$ cat src/rtl/afifo_rd_pkg.sv
// Shared types for the async-FIFO read-side drainer.
// The entry layout {last, data} is the packing used by the output buffer.
package afifo_rd_pkg;

    localparam int RD_DATA_W = 32;

    typedef enum logic {
        IDLE  = 1'b0,
        BURST = 1'b1
    } rd_state_e;

    typedef struct packed {
        logic                 last;
        logic [RD_DATA_W-1:0] data;
    } rd_entry_t;

endpackage

$ cat src/rtl/afifo_rd_skid.sv
// Two-entry output buffer of {last, data}. The head register drives the output
// directly, so the output data is registered and holds steady while stalled.
module afifo_rd_skid #(
    parameter int DATA_WIDTH = 32
) (
    input  logic                  clk,
    input  logic                  srst,
    input  logic                  push_i,
    input  logic [DATA_WIDTH:0]   entry_i,
    output logic                  valid_o,
    input  logic                  ready_i,
    output logic [DATA_WIDTH:0]   entry_o,
    output logic [1:0]            occ_o
);

    logic [1:0]          occ_q, occ_d;
    logic [DATA_WIDTH:0] head_q, head_d;
    logic [DATA_WIDTH:0] tail_q, tail_d;
    logic                pop;

    assign pop = (occ_q != 2'd0) && ready_i;

    // The producer never pushes while full, so a push at occ=2 is ignored.
    always_comb begin
        occ_d  = occ_q;
        head_d = head_q;
        tail_d = tail_q;
        case (occ_q)
            2'd0: begin
                if (push_i) begin
                    head_d = entry_i;
                    occ_d  = 2'd1;
                end
            end
            2'd1: begin
                if (push_i && pop) begin
                    head_d = entry_i;
                end else if (push_i) begin
                    tail_d = entry_i;
                    occ_d  = 2'd2;
                end else if (pop) begin
                    occ_d  = 2'd0;
                end
            end
            default: begin
                if (pop) begin
                    head_d = tail_q;
                    occ_d  = 2'd1;
                end
            end
        endcase
    end

    always_ff @(posedge clk) begin
        if (srst) begin
            occ_q  <= 2'd0;
            head_q <= '0;
            tail_q <= '0;
        end else begin
            occ_q  <= occ_d;
            head_q <= head_d;
            tail_q <= tail_d;
        end
    end

    assign valid_o = (occ_q != 2'd0);
    assign entry_o = head_q;
    assign occ_o   = occ_q;

endmodule

$ cat src/rtl/afifo_rd_drainer.sv
// Read-side consumer of the async FIFO: pops first-word-fall-through words and
// re-emits them as fixed-length bursts with an end-of-burst marker.
module afifo_rd_drainer
    import afifo_rd_pkg::*;
#(
    parameter int DATA_WIDTH = 32,
    parameter int LEN_W      = 8,
    parameter int CNT_W      = 16
) (
    input  logic                  rclk,
    input  logic                  rrst,
    input  logic                  en,
    input  logic [LEN_W-1:0]      burst_len,
    input  logic                  rempty,
    input  logic [DATA_WIDTH-1:0] rdata,
    output logic                  rinc,
    output logic                  m_valid,
    output logic [DATA_WIDTH-1:0] m_data,
    output logic                  m_last,
    input  logic                  m_ready,
    output logic                  busy,
    output logic [CNT_W-1:0]      pop_count
);

    rd_state_e           state_q, state_d;
    logic [LEN_W-1:0]    len_q, len_d;
    logic [LEN_W-1:0]    beat_q, beat_d;
    logic [CNT_W-1:0]    pop_count_q;
    logic [1:0]          occ;
    logic                push_last;
    logic                rinc_int;
    logic [DATA_WIDTH:0] head_entry;

    assign rinc_int  = (state_q == BURST) && !rempty && (occ < 2'd2);
    assign push_last = (beat_q == len_q - LEN_W'(1));

    always_comb begin
        state_d = state_q;
        len_d   = len_q;
        beat_d  = beat_q;
        case (state_q)
            IDLE: begin
                if (en && !rempty) begin
                    state_d = BURST;
                    // A zero length would never terminate; treat it as one word.
                    len_d   = (burst_len == '0) ? LEN_W'(1) : burst_len;
                    beat_d  = '0;
                end
            end
            default: begin
                if (rinc_int) begin
                    beat_d = beat_q + LEN_W'(1);
                    if (push_last) begin
                        state_d = IDLE;
                    end
                end
            end
        endcase
    end

    always_ff @(posedge rclk) begin
        if (rrst) begin
            state_q     <= IDLE;
            len_q       <= '0;
            beat_q      <= '0;
            pop_count_q <= '0;
        end else begin
            state_q <= state_d;
            len_q   <= len_d;
            beat_q  <= beat_d;
            if (rinc_int && (pop_count_q != {CNT_W{1'b1}})) begin
                pop_count_q <= pop_count_q + CNT_W'(1);
            end
        end
    end

    afifo_rd_skid #(
        .DATA_WIDTH (DATA_WIDTH)
    ) u_skid (
        .clk     (rclk),
        .srst    (rrst),
        .push_i  (rinc_int),
        .entry_i ({push_last, rdata}),
        .valid_o (m_valid),
        .ready_i (m_ready),
        .entry_o (head_entry),
        .occ_o   (occ)
    );

    assign rinc      = rinc_int;
    assign m_last    = head_entry[DATA_WIDTH];
    assign m_data    = head_entry[DATA_WIDTH-1:0];
    assign busy      = (state_q == BURST) || (occ != 2'd0);
    assign pop_count = pop_count_q;

endmodule

$ cat config.mk
export PLATFORM = sky130hd
export DESIGN_NAME = afifo_rd_drainer
export DESIGN_NICKNAME = d
export VERILOG_FILES = /design/src/rtl/afifo_rd_pkg.sv /design/src/rtl/afifo_rd_skid.sv /design/src/rtl/afifo_rd_drainer.sv
export SDC_FILE = /design/constraint.sdc
export NUM_CORES = 1
export LEC_CHECK = 0
export ABC_AREA = 1
export BUFFER_PORTS_ARGS = -buffer_cell sky130_fd_sc_hd__buf_2
export CAP_MARGIN = 20
export CORE_MARGIN = 5
export CORE_UTILIZATION = 25
export CTS_BUF_LIST = sky130_fd_sc_hd__clkbuf_8
export DETAILED_ROUTE_END_ITERATION = 6
export GPL_ROUTABILITY_DRIVEN = 0
export GPL_TIMING_DRIVEN = 0
export PLACE_DENSITY = 0.48
export SYNTH_ARGS = -nofsm -noshare
export SYNTH_HDL_FRONTEND = slang
export SYNTH_SLANG_ARGS = --single-unit
$ cat constraint.sdc
create_clock -name rclk -period 2.95 [get_ports rclk]
set_clock_uncertainty 0.15 [all_clocks]
set_input_delay 0 -clock rclk [delete_from_list [all_inputs] [get_ports rclk]]
set_output_delay 0 -clock rclk [all_outputs]
set_load 0.01 [all_outputs]
==> results of run 1 <==
-- power groups by stage --
stage / clock, mW / sequential [mW] / combinational, mW
floorplan: 0 / 1.47 / 0.143
global placement: 0 / 1.46 / 0.272
detailed placement: 0 / 1.46 / 0.272
CTS: 1.00 / 1.43 / 0.327
global route: 1.05 / 1.43 / 0.366
finish: 0.960 / 1.43 / 0.325
-- sequential cells by signal, summed over array words and instances, names as in the netlist --
| name | flops |
|---|---|
| len_q | 8 |
| u_skid.occ_o | 2 |
| state_q | 1 |
| pop_count | 16 |
| u_skid.tail_q | 33 |
| beat_q | 8 |
| u_skid.entry_o | 33 |
-- per-stage QoR --
stage | cells | setup slack, ps | total power [mW]
final | 1004 | 577.0 | 2.711
after global routing | 1004 | 370.6 | 2.850
after CTS | 1004 | 574.6 | 2.758
after detailed placement | 936 | 902.2 | 1.729
after global placement | 936 | 891.4 | 1.730
after floorplan | 615 | 1263 | 1.609
-- Yosys cell counts, drive strengths merged --
library cell,number
nand2,134
nor2,109
dfxtp,101
o21ai,83
inv,40
a31oi,32
a21oi,26
clkbuf,24
nand3,21
nor3,12
buf,8
xnor2,4
xor2,4
ha,3
nand4,3
nor4,3
a211oi,2
nor3b,2
and3,1
clkinv,1
nand3b,1
o22ai,1
-- worst max path at each step --
stage,to,start,slack [ps]
finish,len_q[1],rrst,580
CTS,len_q[3],rrst,570
detailed placement,state_q,len_q[0],900
global placement,state_q,len_q[0],890
floorplan,state_q,len_q[0],1260
global route,len_q[1],rrst,370
-- routing by layer --
metal | GRT usage, % | part of all wire, %
met1 | 17.77 | 48
met3 | 3.550 | 5.7
met4 | 4.002 | 1.2
met5 | 0 | 0
met2 | 22.55 | 45
-- layout make-up --
class | instances | share of cell area [%]
Multi-Input combinational cell | 441 | 35.76
Sequential cell | 101 | 34.13
Timing Repair Buffer | 148 | 16.90
Tap cell | 225 | 4.752
Inverter | 41 | 2.619
Buffer | 32 | 2.365
Clock buffer | 10 | 2.323
Clock inverter | 6 | 1.162
-- critical path, cell delays in order --
cell,delay (ps)
dlygate4sd3_1,540
buf_2,160
inv_1,100
clkbuf_1,420
clkbuf_1,440
o21ai_0,170
dlygate4sd3_1,590
a21oi_1,110
-- kinds of logic after synthesis --
kind of cell,count (synthesis),share of synthesized area [%]
buffers and inverters,73,6.657
DFF,101,45.59
AOI/OAI and AO/OA,144,17.29
xor gates and xnor gates,8,1.580
adders and majority gates,3,0.8464
and+or+nand+nor,286,28.04
-- repair_timing --
action                                 4_1_cts  5_1_grt
buffers inserted                             0        0
hold buffers                                52        0
endpoints found under the hold margin       77        0
gates resized for setup                      0        0
==> flow_metrics.py, run 1 <==
metrics = {
    "run_status": {
        "status": "completed",
    },
    "setup_path": {
        "r2r_start": "state_q",
        "r2r_setup_slack_ps": 760,
        "reg2reg_depth": 6,
        "critPathCaptureType": "register",
        "path_max_fanout": 10,
        "r2r_end": "len_q[5]",
        "cp_data_required_time_ps": 3110,
        "cp.arrival_ps": 2530,
        "path_class": "in2reg",
        "worstSetupStartpointType": "primary input",
    },
    "clocking": {
        "clock-root-buffer": "clkbuf_8",
        "clock_path_buffers": 2,
        "cts_tree": "yes",
        "clkSinkCount": 101,
        "clkLatencyLatePin_ps": 390,
        "htree_levels": 3,
        "clkTransAtPathRegs_ps": 110,
        "cts_buffers": 9,
    },
    "floorplanning": {
        "core_area_sq_um": 17360,
        "chipWidth_um": 143.2,
        "ios": 97,
        "dieHeight_um": 143.2,
        "dieArea_sq_um": 20510,
        "fp-row-count": 48,
        "initial_core_util_pct": 25.56,
    },
    "logic_synthesis": {
        "syn_nets": 663,
        "yosysWarnings": 0,
        "syn_inst": 615,
        "avgSynthCellArea_sq_um": 7.212,
        "netlist_top_cells_area": "dfxtp_1 (46%), nand2_1 (11%), o21ai_0 (8.9%), nor2_1 (8.5%), a31oi_1 (4.5%)",
        "synth-seq-cells": 101,
        "netlist.top_cell.by_area": "dfxtp_1",
        "ys_seq_area_share_pct": 45.59,
        "synth_cell_types": 35,
        "yosysTopAreaCellShare_pct": 45.59,
        "syn_area_sq_um": 4436,
    },
    "power_and_ir_drop": {
        "peakVddDrop_mv": 0.2437,
        "leakagePower_nw": 2.592,
        "p_sw_mw": 0.7396,
        "p_int_mw": 1.972,
        "seqPwrFrac_pct": 52.6,
        "swShare_pct": 27.28,
        "power.share.clock_pct": 35.4,
        "p_comb_share_pct": 12.0,
        "power.density_nw_per_um2": 457.7,
    },
    "timing": {
        "fin_crit_sh_pct": 80.44,
        "worst_slew_pin_slew_ps": 581.8,
        "max_freq_ghz": 0.4214,
        "tns_ps": 0,
        "slew_headroom_pct": 61.21,
        "maxSlewViolCount": 0,
        "timing.hold.ws_ps": 226.1,
        "period_minus_slack_ps": 2373,
        "finalSetupViolCount": 0,
        "rsz0062_at_grt": "false",
        "hold_viol_final": 0,
    },
    "routing": {
        "drt-total-wl_um": 13890,
        "viasPerCell": 4.511,
        "ant_nets": 0,
        "dr.pass1.iters": 5,
        "wire_per_inst_um": 13.83,
        "drtIter0Drc": 200,
        "drc": 0,
        "vias": 4529,
    },
    "min_path": {
        "hold_path.class": "in2reg",
        "min_delay_path_depth": 4,
        "hold_end": "u_skid.tail_q[16]",
        "hold_path_startpoint": "rdata[16]",
    },
    "final_layout": {
        "area_growth_pct": 33.57,
        "drive_above_1_share_pct": 18.49,
        "fin_area_sq_um": 5924,
        "layout_common_cells": "nand2_1 (128), dfxtp_1 (101), buf_2 (100), nor2_1 (100), o21ai_0 (79)",
        "regArea_sq_um": 2022,
        "n_antenna_cell": 0,
        "final_common_cell": "nand2_1",
        "nFillCells": 1891,
        "multi_input_area_sq_um": 2118,
        "nets": 822,
        "final_util_pct": 34.13,
    },
    "placed_design": {
        "hpwl_um": 9862,
        "portBuffers": 96,
        "place_area_sq_um": 5197,
    },
    "grt": {
        "grt_pass1_wl_um": 22270,
        "antenna_found_initial": 0,
        "grt_max_degree": 18,
        "grt_overflow_total": 0,
        "grt_pass1_vias": 4402,
        "grt.total_usage_pct": 13.72,
    },
    "job": {
        "cap_violations": 0,
    },
}
(Power assumes the default switching activity.)
==> run 2, diff against run 1 <==
==> constraint.sdc (replaced) <==
create_clock -name rclk -period 2.4 [get_ports rclk]
set_clock_uncertainty 0.15 [all_clocks]
set_input_delay 0 -clock rclk [delete_from_list [all_inputs] [get_ports rclk]]
set_output_delay 0 -clock rclk [all_outputs]
set_load 0.01 [all_outputs]
==> run 2 against run 1 <==
  * Sequential share of layout area about the same
  * Clock power increased by 23%
  * Via count decreased by 0.31%
  * Routed wire length increased by 0.12%
  * Largest power group unchanged
  * Worst setup slack got worse by 390 ps
  * Largest cell class unchanged
  * Register-to-register slack got worse by 530 ps
==> flow_metrics.py, run 2 (synthesis results as in run 1) <==
metrics = {
    "run_status": {
        "status": "completed",
    },
    "final_layout": {
        "final_util_pct": 34.14,
        "regArea_sq_um": 2022,
        "fin_area_sq_um": 5926,
        "nFillCells": 1895,
        "area_growth_pct": 33.60,
        "nets": 822,
        "n_antenna_cell": 0,
        "drive_above_1_share_pct": 18.61,
        "multi_input_area_sq_um": 2118,
        "final_common_cell": "nand2_1",
        "layout_common_cells": "nand2_1 (128), dfxtp_1 (101), buf_2 (100), nor2_1 (100), o21ai_0 (79)",
    },
    "timing": {
        "hold_viol_final": 0,
        "finalSetupViolCount": 0,
        "maxSlewViolCount": 0,
        "timing.hold.ws_ps": 227.6,
        "tns_ps": 0,
        "setup_slack_ps": 183.3,
        "worst_slew_pin_slew_ps": 584.3,
        "period_minus_slack_ps": 2217,
        "max_freq_ghz": 0.4511,
        "rsz0062_at_grt": "false",
        "slew_headroom_pct": 61.05,
        "fin_crit_sh_pct": 92.36,
    },
    "clocking": {
        "clkLatencyLatePin_ps": 380,
        "clkSinkCount": 101,
        "clock-root-buffer": "clkbuf_8",
        "clkTransAtPathRegs_ps": 110,
        "htree_levels": 3,
        "clock_path_buffers": 2,
        "cts_buffers": 9,
        "cts_tree": "yes",
        "cts_setup_buffers": 0,
    },
    "placed_design": {
        "portBuffers": 96,
        "place_ws_ps": 352.2,
        "hpwl_um": 9862,
        "place_area_sq_um": 5197,
    },
    "grt": {
        "antenna_found_initial": 0,
        "grt.total_usage_pct": 13.70,
        "grt_max_degree": 18,
        "grt_pass1_vias": 4387,
        "grt_overflow_total": 0,
        "grt_pass1_wl_um": 22250,
    },
    "power_and_ir_drop": {
        "leakagePower_nw": 2.597,
        "swShare_pct": 27.27,
        "peakVddDrop_mv": 0.3028,
        "power.share.clock_pct": 35.4,
        "p_comb_share_pct": 12.0,
        "p_sw_mw": 0.9090,
        "seqPwrFrac_pct": 52.6,
        "p_int_mw": 2.424,
        "power.density_nw_per_um2": 562.5,
    },
    "routing": {
        "dr.pass1.iters": 4,
        "ant_nets": 0,
        "drtIter0Drc": 201,
        "viasPerCell": 4.497,
        "wire_per_inst_um": 13.85,
        "drt-total-wl_um": 13900,
        "vias": 4515,
        "drc": 0,
    },
    "setup_path": {
        "cp_data_required_time_ps": 2560,
        "r2r_start": "state_q",
        "path_max_fanout": 10,
        "cp.arrival_ps": 2370,
        "r2r_end": "len_q[5]",
        "worstSetupStartpointType": "primary input",
        "reg2reg_depth": 6,
        "path_class": "in2reg",
        "critPathCaptureType": "register",
        "r2r_setup_slack_ps": 230,
    },
    "min_path": {
        "hold_end": "u_skid.tail_q[16]",
        "hold_path.class": "in2reg",
        "min_delay_path_depth": 4,
        "hold_path_startpoint": "rdata[16]",
    },
    "floorplanning": {
        "core_area_sq_um": 17360,
        "fp-row-count": 48,
        "dieHeight_um": 143.2,
        "chipWidth_um": 143.2,
        "dieArea_sq_um": 20510,
        "initial_core_util_pct": 25.56,
        "ios": 97,
    },
    "job": {
        "cap_violations": 0,
    },
}
-- run 2: cell counts in the layout (fill, tap and decap cells not counted) --
No cell type changed its count.
-- run 2: power groups by stage --
stage / sequential, mW / combinational [mW] / clock, mW
finish: 1.75 / 0.399 / 1.18
global placement: 1.79 / 0.334 / 0
CTS: 1.75 / 0.402 / 1.23
global route: 1.76 / 0.450 / 1.29
floorplan: 1.80 / 0.176 / 0
detailed placement: 1.79 / 0.334 / 0
-- run 2: worst max-delay path by stage --
| stage | start | end | slack (ps) | cells after the start |
|---|---|---|---|---|
| detailed placement | len_q[0] | state_q | 350 | 13 |
| finish | rrst | len_q[1] | 180 | 8 |
| global placement | len_q[0] | state_q | 340 | 13 |
| floorplan | len_q[0] | state_q | 710 | 12 |
| global route | rrst | len_q[1] | 20 | 8 |
| CTS | rrst | len_q[2] | 20 | 8 |
-- run 2: through the flow --
stage	power, mW	std cells
after detailed placement	2.126	936
after global placement	2.126	936
after CTS	3.390	1004
after floorplan	1.977	615
final	3.333	1004
after global routing	3.503	1004
-- run 2: timing repair --
action / CTS / global route
resized for setup: 0 / 2
hold endpoints to repair: 77 / 0
setup endpoints to repair: 0 / 3
hold buffers: 52 / 0
-- run 2: critical path, cell delays in order --
cell           delay, ps
dlygate4sd3_1        540
buf_2                160
inv_1                100
clkbuf_1             420
clkbuf_2             340
o21ai_0              130
dlygate4sd3_1        580
a21oi_1              110
-- run 2: area by class of cell --
cell class / count / area share (%)
well taps: 225 / 4.751
multi-input cells: 441 / 35.75
plain buffers: 32 / 2.386
repair buffers: 148 / 16.89
inverters: 41 / 2.618
clock buffers: 10 / 2.323
flip-flops and latches: 101 / 34.12
clock inverters: 6 / 1.161
-- run 2: routing by layer --
metal / track usage, % / vias up / part of all wire (%)
met4: 4.002 / 0 / 1.2
met2: 22.45 / 98 / 45
met3: 3.550 / 12 / 5.5
li1: - / 2351 / -
met5: 0 / - / 0
met1: 17.81 / 2054 / 48
==> run 3, diff against run 2 <==
==> constraint.sdc (replaced) <==
create_clock -name rclk -period 2.5 [get_ports rclk]
set_clock_uncertainty 0.15 [all_clocks]
set_input_delay 0 -clock rclk [delete_from_list [all_inputs] [get_ports rclk]]
set_output_delay 0 -clock rclk [all_outputs]
set_load 0.01 [all_outputs]
==> run 3 against run 2 <==
  * Clock power fell by 4%
  * Via count rose by 0.20%
  * Die area stayed put
  * Register-to-register slack better by 80 ps
  * Worst hold slack worse by 1.5 ps
  * Flip-flop and latch count did not move
  * First-iteration DRC count fell by 0.50%
  * Sequential power decreased by 4%
  * Critical path type unchanged
  * Power decreased by 4.1%
  * Highest routed layer unchanged
==> flow_metrics.py, run 3 (synthesis results as in run 1) <==
metrics = {
    "setup_path": {
        "crit_path_start": "rrst",
        "crit_path_cell_trace": "dlygate4sd3_1 -> buf_2 -> inv_1 -> clkbuf_1 -> clkbuf_2 -> o21ai_0 -> dlygate4sd3_1 -> a21oi_1",
        "cp_data_required_time_ps": 2660,
        "path_class": "in2reg",
        "cp.arrival_ps": 2370,
        "path_max_fanout": 10,
        "worstSetupStartpointType": "primary input",
        "critPathMaxStageDelay_ps": 580,
        "r2r_start": "state_q",
        "critPathCaptureType": "register",
        "crit_top_cell": "dlygate4sd3_1",
        "crit_path_top_delay_cell": "dlygate4sd3_1",
    },
    "grt": {
        "grt_pass1_vias": 4402,
        "grt_pass1_wl_um": 22270,
        "antenna_found_initial": 0,
        "grt_overflow_total": 0,
        "grt.total_usage_pct": 13.72,
        "grt_max_degree": 18,
    },
    "timing": {
        "slew_headroom_pct": 61.17,
        "period_minus_slack_ps": 2210,
        "rsz0062_at_grt": "false",
        "worst_slew_pin_slew_ps": 582.5,
        "fin_crit_sh_pct": 88.38,
        "tns_ps": 0,
        "timing.hold.ws_ps": 226.2,
        "hold_viol_final": 0,
        "max_freq_ghz": 0.4526,
        "finalSetupViolCount": 0,
        "maxSlewViolCount": 0,
    },
    "clocking": {
        "clkTransAtPathRegs_ps": 110,
        "clkLatencyLatePin_ps": 390,
        "cts_tree": "yes",
        "cts_setup_buffers": 0,
        "htree_levels": 3,
        "cts_buffers": 9,
        "clock-root-buffer": "clkbuf_8",
        "clock_path_buffers": 2,
        "clkSinkCount": 101,
    },
    "job": {
        "cap_violations": 0,
    },
    "floorplanning": {
        "core_area_sq_um": 17360,
        "ios": 97,
        "fp-row-count": 48,
        "dieArea_sq_um": 20510,
        "chipWidth_um": 143.2,
        "initial_core_util_pct": 25.56,
        "dieHeight_um": 143.2,
    },
    "power_and_ir_drop": {
        "power.density_nw_per_um2": 539.2,
        "peakVddDrop_mv": 0.2876,
        "leakagePower_nw": 2.595,
        "finalPower_mw": 3.195,
    },
    "routing": {
        "wire_per_inst_um": 13.81,
        "vias": 4524,
        "drtIter0Drc": 200,
        "dr.pass1.iters": 5,
        "drt-total-wl_um": 13870,
        "ant_nets": 0,
        "drc": 0,
        "viasPerCell": 4.506,
    },
    "final_layout": {
        "fin_area_sq_um": 5926,
        "area_growth_pct": 33.60,
        "final_cells": 1004,
        "final_common_cell": "nand2_1",
        "nets": 822,
        "layout_common_cells": "nand2_1 (128), dfxtp_1 (101), buf_2 (100), nor2_1 (100), o21ai_0 (79)",
        "n_antenna_cell": 0,
        "drive_above_1_share_pct": 18.61,
    },
    "placed_design": {
        "hpwl_um": 9862,
        "portBuffers": 96,
        "dp_cells": 936,
        "place_area_sq_um": 5197,
    },
    "min_path": {
        "hold_path.class": "in2reg",
        "hold_path_startpoint": "rdata[16]",
    },
    "run_status": {
        "status": "completed",
    },
}
==> run 3: path summary, 6_finish.rpt <==
| path | endpoint | slack (ps) | cells after the start |
|---|---|---|---|
| max | len_q[1] | 290 | 8 |
| max reg2reg | len_q[5] | 310 | 6 |
| min | u_skid.tail_q[16] | 230 | 4 |
| min reg2reg | u_skid.entry_o[0] | 320 | 2 |
==> run 3: worst max-delay path: cells and delay by family <==
kind | cells | cell delay [ps]
AOI/OAI and AO/OA | 2 | 230
buffers and inverters | 6 | 2140
==> run 3: metrics by stage <==
stage               utilization (%)  setup WS, ps
detailed placement            29.95         452.2
global placement              29.95         441.4
floorplan                         -         812.6
CTS                           34.13         124.6
global route                  34.14         118.0
finish                        34.14         290.5
==> run 3: timing repair <==
action                     CTS  global route
hold buffers                52             0
hold endpoints to repair    77             0
setup endpoints to repair    0             3
gates resized for setup      0             2
==> run 3: per-layer routing <==
| layer | wire length (um) | global-route usage [%] | vias to the layer above |
|---|---|---|---|
| met3 | 755 | 3.550 | 13 |
| met1 | 6631 | 17.77 | 2059 |
| met5 | 0 | 0 | - |
| met4 | 164 | 4.002 | 0 |
| li1 | - | - | 2352 |
| met2 | 6316 | 22.55 | 100 |
==> run 3: cell type report <==
class                      count  area, sq um
clock inverter                 6        68.82
sequential                   101         2022
inverter                      41        155.1
multi-input combinational    441         2118
tap                          225        281.5
fill                        1894        11430
buffer                        32        141.4
clock buffer                  10        137.6
timing repair buffer         148         1001
==> run 3: power breakdown <==
part	switching (mW)	total (mW)	internal [mW]
Clock	0.628	1.13	0.501
Combinational	0.210	0.383	0.173
Sequential	0.0302	1.68	1.65
